## config.mk

```make
export PLATFORM = sky130hd
export DESIGN_NAME = matmul_seq_ctrl
export DESIGN_NICKNAME = d
export VERILOG_FILES = /design/src/rtl/matmul_seq_ctrl.sv
export SDC_FILE = /design/constraint.sdc
export NUM_CORES = 1
export LEC_CHECK = 0
export ABC_AREA = 1
export ABC_CLOCK_PERIOD_IN_PS = 3800
export CORE_ASPECT_RATIO = 1.5
export CORE_MARGIN = 2
export CORE_UTILIZATION = 48
export DETAILED_ROUTE_END_ITERATION = 10
export PLACE_DENSITY = 0.8
export SETUP_SLACK_MARGIN = 0.4
export SYNTH_ARGS = -nofsm -noshare
export SYNTH_HDL_FRONTEND = slang
export SYNTH_SLANG_ARGS = --single-unit
```

## constraint.sdc

```tcl
create_clock -name clk -period 3.8 [get_ports clk]
set_input_delay 0.38 -clock clk [delete_from_list [all_inputs] [get_ports clk]]
set_output_delay 0.38 -clock clk [all_outputs]
set_load 0.02 [all_outputs]
```

## src/rtl/matmul_seq_ctrl.sv

```systemverilog
// -----------------------------------------------------------------------------
// matmul_seq_ctrl
//
// Sequencer for a 2x2 signed matrix multiplier. One A word and one B word are
// taken through a valid/ready handshake, a single multiply-accumulate datapath
// is time-shared over eight steps to form C = A x B, and the four C elements
// are then streamed out one per handshake in row-major order.
//
// Ports:
//   clk        system clock, all state updates on the rising edge
//   rst        synchronous active-high reset (overrides ena)
//   ena        tile enable; when low every register holds its value
//   in_valid   A/B operand words are valid
//   in_ready   controller can accept operands (IDLE and enabled)
//   a_word     packed A, a00 in the most significant element slot
//   b_word     packed B, same packing as A
//   out_valid  out_data/out_idx carry a C element
//   out_ready  consumer accepts the current C element
//   out_data   C element, sign-extended to OUT_W (0 outside OUTPUT)
//   out_idx    element index: 0=c00, 1=c01, 2=c10, 3=c11
//   busy       high while computing or streaming results
//   done       one-cycle pulse after c11 has been accepted
// -----------------------------------------------------------------------------
module matmul_seq_ctrl #(
    parameter int ELEM_W = 2,
    parameter int OUT_W  = 8
) (
    input  logic                  clk,
    input  logic                  rst,
    input  logic                  ena,
    input  logic                  in_valid,
    output logic                  in_ready,
    input  logic [4*ELEM_W-1:0]   a_word,
    input  logic [4*ELEM_W-1:0]   b_word,
    output logic                  out_valid,
    input  logic                  out_ready,
    output logic [OUT_W-1:0]      out_data,
    output logic [1:0]            out_idx,
    output logic                  busy,
    output logic                  done
);

    // Product of two ELEM_W signed values fits in 2*ELEM_W bits; the sum of
    // two such products needs one extra bit, so the accumulator never wraps.
    localparam int PW = 2 * ELEM_W;
    localparam int CW = PW + 1;

    localparam logic [1:0] S_IDLE    = 2'd0;
    localparam logic [1:0] S_COMPUTE = 2'd1;
    localparam logic [1:0] S_OUTPUT  = 2'd2;

    logic [1:0]               r_state;
    logic [2:0]               r_step;
    logic [1:0]               r_idx;
    logic                     r_done;
    logic [4*ELEM_W-1:0]      r_a;
    logic [4*ELEM_W-1:0]      r_b;
    logic signed [CW-1:0]     r_acc;
    logic signed [CW-1:0]     r_c [4];

    // Unpacked operand elements, index n = row*2 + col.
    logic signed [ELEM_W-1:0] w_a_el [4];
    logic signed [ELEM_W-1:0] w_b_el [4];

    genvar gi;
    generate
        for (gi = 0; gi < 4; gi++) begin : g_unpack
            // Element 0 (x00) sits in the most significant slot.
            assign w_a_el[gi] = r_a[(3-gi)*ELEM_W +: ELEM_W];
            assign w_b_el[gi] = r_b[(3-gi)*ELEM_W +: ELEM_W];
        end
    endgenerate

    // Step decode: element e = step[2:1] (row e[1], col e[0]), term k = step[0].
    logic [1:0]               w_e;
    logic                     w_k;
    logic [1:0]               w_a_sel_idx;
    logic [1:0]               w_b_sel_idx;
    logic signed [ELEM_W-1:0] w_a_sel;
    logic signed [ELEM_W-1:0] w_b_sel;
    logic signed [PW-1:0]     w_a_ext;
    logic signed [PW-1:0]     w_b_ext;
    logic signed [PW-1:0]     w_prod;
    logic signed [CW-1:0]     w_prod_ext;
    logic signed [CW-1:0]     w_sum;

    assign w_e         = r_step[2:1];
    assign w_k         = r_step[0];
    assign w_a_sel_idx = {w_e[1], w_k};   // A[i][k]
    assign w_b_sel_idx = {w_k, w_e[0]};   // B[k][j]
    assign w_a_sel     = w_a_el[w_a_sel_idx];
    assign w_b_sel     = w_b_el[w_b_sel_idx];

    // Operands are widened to the product width first so the multiply is
    // evaluated at full precision without relying on context sizing.
    assign w_a_ext    = {{ELEM_W{w_a_sel[ELEM_W-1]}}, w_a_sel};
    assign w_b_ext    = {{ELEM_W{w_b_sel[ELEM_W-1]}}, w_b_sel};
    assign w_prod     = w_a_ext * w_b_ext;
    assign w_prod_ext = {w_prod[PW-1], w_prod};
    assign w_sum      = r_acc + w_prod_ext;

    // Sequential state. With ena low nothing moves, including the done pulse.
    always_ff @(posedge clk) begin
        if (rst) begin
            r_state <= S_IDLE;
            r_step  <= 3'd0;
            r_idx   <= 2'd0;
            r_done  <= 1'b0;
            r_a     <= '0;
            r_b     <= '0;
            r_acc   <= '0;
            r_c     <= '{default: '0};
        end else if (ena) begin
            r_done <= 1'b0;
            case (r_state)
                S_IDLE: begin
                    // in_ready is exactly "IDLE and ena", so in_valid alone
                    // completes the handshake here.
                    if (in_valid) begin
                        r_a     <= a_word;
                        r_b     <= b_word;
                        r_step  <= 3'd0;
                        r_idx   <= 2'd0;
                        r_acc   <= '0;
                        r_state <= S_COMPUTE;
                    end
                end
                S_COMPUTE: begin
                    if (!w_k) begin
                        r_acc <= w_prod_ext;
                    end else begin
                        // Second term closes the element; the accumulator is
                        // cleared so nothing leaks into the next element.
                        r_c[w_e] <= w_sum;
                        r_acc    <= '0;
                    end
                    r_step <= r_step + 3'd1;
                    if (r_step == 3'd7) begin
                        r_state <= S_OUTPUT;
                        r_idx   <= 2'd0;
                    end
                end
                S_OUTPUT: begin
                    if (out_ready) begin
                        r_idx <= r_idx + 2'd1;
                        if (r_idx == 2'd3) begin
                            r_state <= S_IDLE;
                            r_done  <= 1'b1;
                        end
                    end
                end
                default: begin
                    r_state <= S_IDLE;
                end
            endcase
        end
    end

    // Output decode, all from registered state apart from the ena gate on
    // in_ready.
    logic signed [CW-1:0] w_c_sel;
    assign w_c_sel = r_c[r_idx];

    assign in_ready  = (r_state == S_IDLE) && ena;
    assign out_valid = (r_state == S_OUTPUT);
    assign busy      = (r_state == S_COMPUTE) || (r_state == S_OUTPUT);
    assign done      = r_done;
    assign out_idx   = r_idx;
    // OUT_W is expected to be wider than the C element width.
    assign out_data  = (r_state == S_OUTPUT) ?
                       {{(OUT_W-CW){w_c_sel[CW-1]}}, w_c_sel} : '0;

endmodule

```

==> run summary <==
The run finished with clean final reports. On the worst path, the slowest cell contributes a delay of 0.57 ns. The area of the core region came out at 5040 sq um.

The number of cells on the worst hold path is 2. The combinational group share of total power is 25.4%. After filler insertion, the fill cell instance count of the layout stands at 521. The first-pass iteration count of the detailed router came out at 4. Setup violations remaining at the end of the flow were counted as 0. Buffers added to address setup during post-CTS repair amount to 0.

The final weighted congestion in routability-driven placement came out at 0.839. The first global-routing pass estimated 9320 microns of wire. In this run the clock root is driven by a sky130_fd_sc_hd__clkbuf_8. The library cell used most frequently in the layout, excluding fill and tap cells, is sky130_fd_sc_hd__nand2_1. After clock tree synthesis, the repair step resized 0 gates. The master of the slowest instance on the critical path is sky130_fd_sc_hd__dfxtp_1. The flop and latch count out of synthesis came out at 48. The family of cells with the greatest summed delay on the critical path is adder cells. In this run switching power makes up 31.8% of total power. In the global route stage, overall resource usage came out at 20.4%. The number of global-route vias before repair is 2188. The clock network fraction of design power is 25.5%. The maximum clock path buffer count is 2.

Counting I/O delays and the setup requirement, the final critical path takes 3.07 ns. The routed via count divided by cell count came out at 5.08. The number of clock buffers inserted by TritonCTS came out at 5. The post-synthesis cell type count came out at 24. The internal portion of total power is 0.763 mW. The kind of end point of the critical path is a register. The maximum fanout encountered on the critical timing path is 9.

The final hold violation count is 0. The maximum level of the CTS H-tree came out at 2. After clock tree synthesis, the clock-pin slew on the worst setup and hold paths is 0.08 ns. The post-route antenna net violation count is 0.

When the netlist entered floorplanning its net count stood at 383. The worst setup skew after layout came out at 0.00396 ns. The setup slack on the worst flop-to-flop path came out at 0.73 ns. The initial antenna violation count was 0. Setup repair after global routing left no endpoint under its margin. The maximum VDD drop came out at 0.219 mV.

The HPWL after detailed placement came out at 3920 microns. The leakage power summed over all cells came out at 1.18 nW. The ratio of final minimum period to clock period is 80.8%.

TritonCTS built the clock tree. The instance count after placement with tap cells included came out at 435. In the final layout, the share of cells above drive strength 1 is 5.08%. The arrival time reported for the critical path endpoint came out at 3.28 ns. The average instance area after synthesis is 7.13 sq um. The effective utilization at floorplan came out at 49.2%.

After synthesis, flip-flops and latches occupy 38.7% of the total area. The met1 layer usage reported by global route came out at 20.8%. The sequential group share of total power is 49.1%.

The buffering stage count on the worst path with inverters included came out at 5. Summing all multi-input logic gate instances after layout gives 1270 sq um. In this run, post-CTS hold repair placed 0 buffers. The total routed wirelength came out at 5260 microns.

The floorplan die width is 62.7 microns. The worst hold path begins at r_c[7]. The endpoint of the most critical register-to-register path is r_c[13]. The critical path goes through inv_2 > nand2_1 > nand3_1 > nand2_1 > inv_1 > nor2_1 > fa_1 > inv_1 > fa_1 > inv_1 > ha_1 > a21oi_1 > a21o_1 > nand3_1 > nand2_1 > inv_1. The number of slew-limit violations in the final report is 0.

The number of standard cells in the layout, taps in and fillers out came out at 442. The gate count after technology mapping is 348. The count of synthesis-stage warnings from yosys is 0. The most numerous cell type found on the critical path is sky130_fd_sc_hd__inv_1.

The tool flagged a number of max-cap violations equal to 0. The count of clock tree sinks came out at 48. Port buffering added 34 buffers. The area of the die came out at 5770 sq um. The detailed router finished its first iteration with 126 violations.

Static timing analysis puts the maximum clock frequency at 0.326 GHz. The diode insertion count for antenna repair is 0. From synthesis to final layout, the design area changed by 17.3%.

The total net switching power came out at 0.355 mW. STA classifies the critical path startpoint as a register. The storage element area is 961 sq um. The peak-usage layer in the global routing report is met2.

The synthesized netlist occupies a cell area of 2480 sq um. In this run the core area contains 32 standard-cell rows. The worst-case headroom to the max-slew limit came out at 44.4%. The vertical extent of the die came out at 92.1 microns.

The clock latency at the later pin of the worst-skew pair is 0.30 ns. Summing over every cut layer, the via total after detailed routing is 2247. The critical path start-end classification is register to register. The startpoint of the worst register-to-register path is r_step[1].

The setup TNS came out at 0 ns. The slew of the pin with the lowest slew margin came out at 0.833 ns. Entering global routing, the biggest net connects 31 pins.

The routed wirelength normalized by instance count is 11.9 microns. For met2 alone, demand over resource in global routing was 39.6%. The met3 track demand over resource in global routing is 3.80%. Leaving out fill and tap cells, the most frequent cells in the layout are 65 x sky130_fd_sc_hd__nand2_1, 48 x sky130_fd_sc_hd__a21oi_1, 48 x sky130_fd_sc_hd__dfxtp_1. The worst hold endpoint is r_c[7].

Summed over all layers, the global routing overflow is 0. The I/O pin count is 35. The min-delay analysis places its worst path in the category register to register.

The total power divided by cell area came out at 384 nW/um^2. The required time reported for the critical path endpoint is 4.01 ns. The number of design rule violations left after detail routing is 0. The final net count is 409. The path depth of the worst reg2reg path is 16.
per-layer routing:
metal	vias up	routed length, microns
met2	48	2830
li1	1173	-
met1	1018	2160
met4	0	95
met3	8	172
met5	-	0
metrics by stage:
step / hold slack, ns / setup slack [ns] / util, % / cell area [sq um] / total power, mW
final: 0.454 / 0.728 / 57.7 / 2910 / 1.12
after global routing: 0.481 / 0.455 / 57.7 / 2910 / 1.19
after global placement: 0.439 / 0.856 / 56.2 / 2830 / 0.839
after floorplan: 0.427 / 1.06 / - / 2480 / 0.753
after detailed placement: 0.442 / 0.760 / 56.2 / 2830 / 0.845
after CTS: 0.456 / 0.744 / 57.7 / 2910 / 1.13
worst min-delay path, stage by stage, from the launching register on:
cell                      delay [ns]
sky130_fd_sc_hd__dfxtp_1        0.30
sky130_fd_sc_hd__inv_1          0.06
sky130_fd_sc_hd__a21oi_1        0.06
layout make-up:
type / instances / area share [%]
multi-input cells: 239 / 43.7
repair buffers: 35 / 11.9
inverters: 45 / 5.80
clock inverters: 1 / 0.172
flip-flops and latches: 48 / 33.0
clock buffers: 6 / 2.49
well taps: 68 / 2.92
cells in the mapped netlist, drive strengths merged:
cell     n  share of area [%]
nand2   65                9.8
a21oi   48                9.7
dfxtp   48                 39
inv     44                6.7
nor2    38                5.8
o21ai   35                7.1
nand3   30                6.8
ha      11                5.5
buf     10                2.3
clkbuf   6               0.91
nor3     5                2.8
fa       3                2.4
a21o     1               0.30
clkinv   1               0.15
o211ai   1               0.30
o21a     1               0.30
xor2     1               0.35
cell families (layout without fill, tap and decap cells):
| kind of cell | Yosys count | count (layout) | synth area share, % |
|---|---|---|---|
| flip-flops | 48 | 48 | 38.7 |
| adder cells (fa/ha/maj) | 14 | 14 | 7.97 |
| buffers and inverters | 61 | 87 | 10.0 |
| AND/OR/NAND/NOR | 138 | 138 | 25.3 |
| XOR/XNOR | 1 | 1 | 0.353 |
| AO/OA/AOI/OAI | 86 | 86 | 17.7 |
flip-flops by register name (all words and copies together), names as in the netlist:
name     cells
r_step       3
out_idx      2
r_state      2
done         1
r_c         20
r_a          8
r_b          8
r_acc        4
power groups by stage:
stage | logic [mW] | clock network, mW | registers (mW)
after floorplan | 0.197 | 0 | 0.556
after global placement | 0.277 | 0 | 0.561
after detailed placement | 0.283 | 0 | 0.562
after CTS | 0.286 | 0.291 | 0.550
after global routing | 0.319 | 0.315 | 0.553
final | 0.284 | 0.285 | 0.549
how the worst max path moves through the flow:
stage | to | slack, ns | cells after the start | from
floorplan | r_c[13] | 1.06 | 17 | r_step[1]
global placement | r_c[13] | 0.86 | 16 | r_step[1]
detailed placement | r_c[13] | 0.76 | 16 | r_step[1]
CTS | r_c[3] | 0.74 | 16 | r_step[1]
global route | r_c[8] | 0.46 | 16 | r_step[1]
finish | r_c[13] | 0.73 | 16 | r_step[1]
Power figures use the tool's default switching activity.
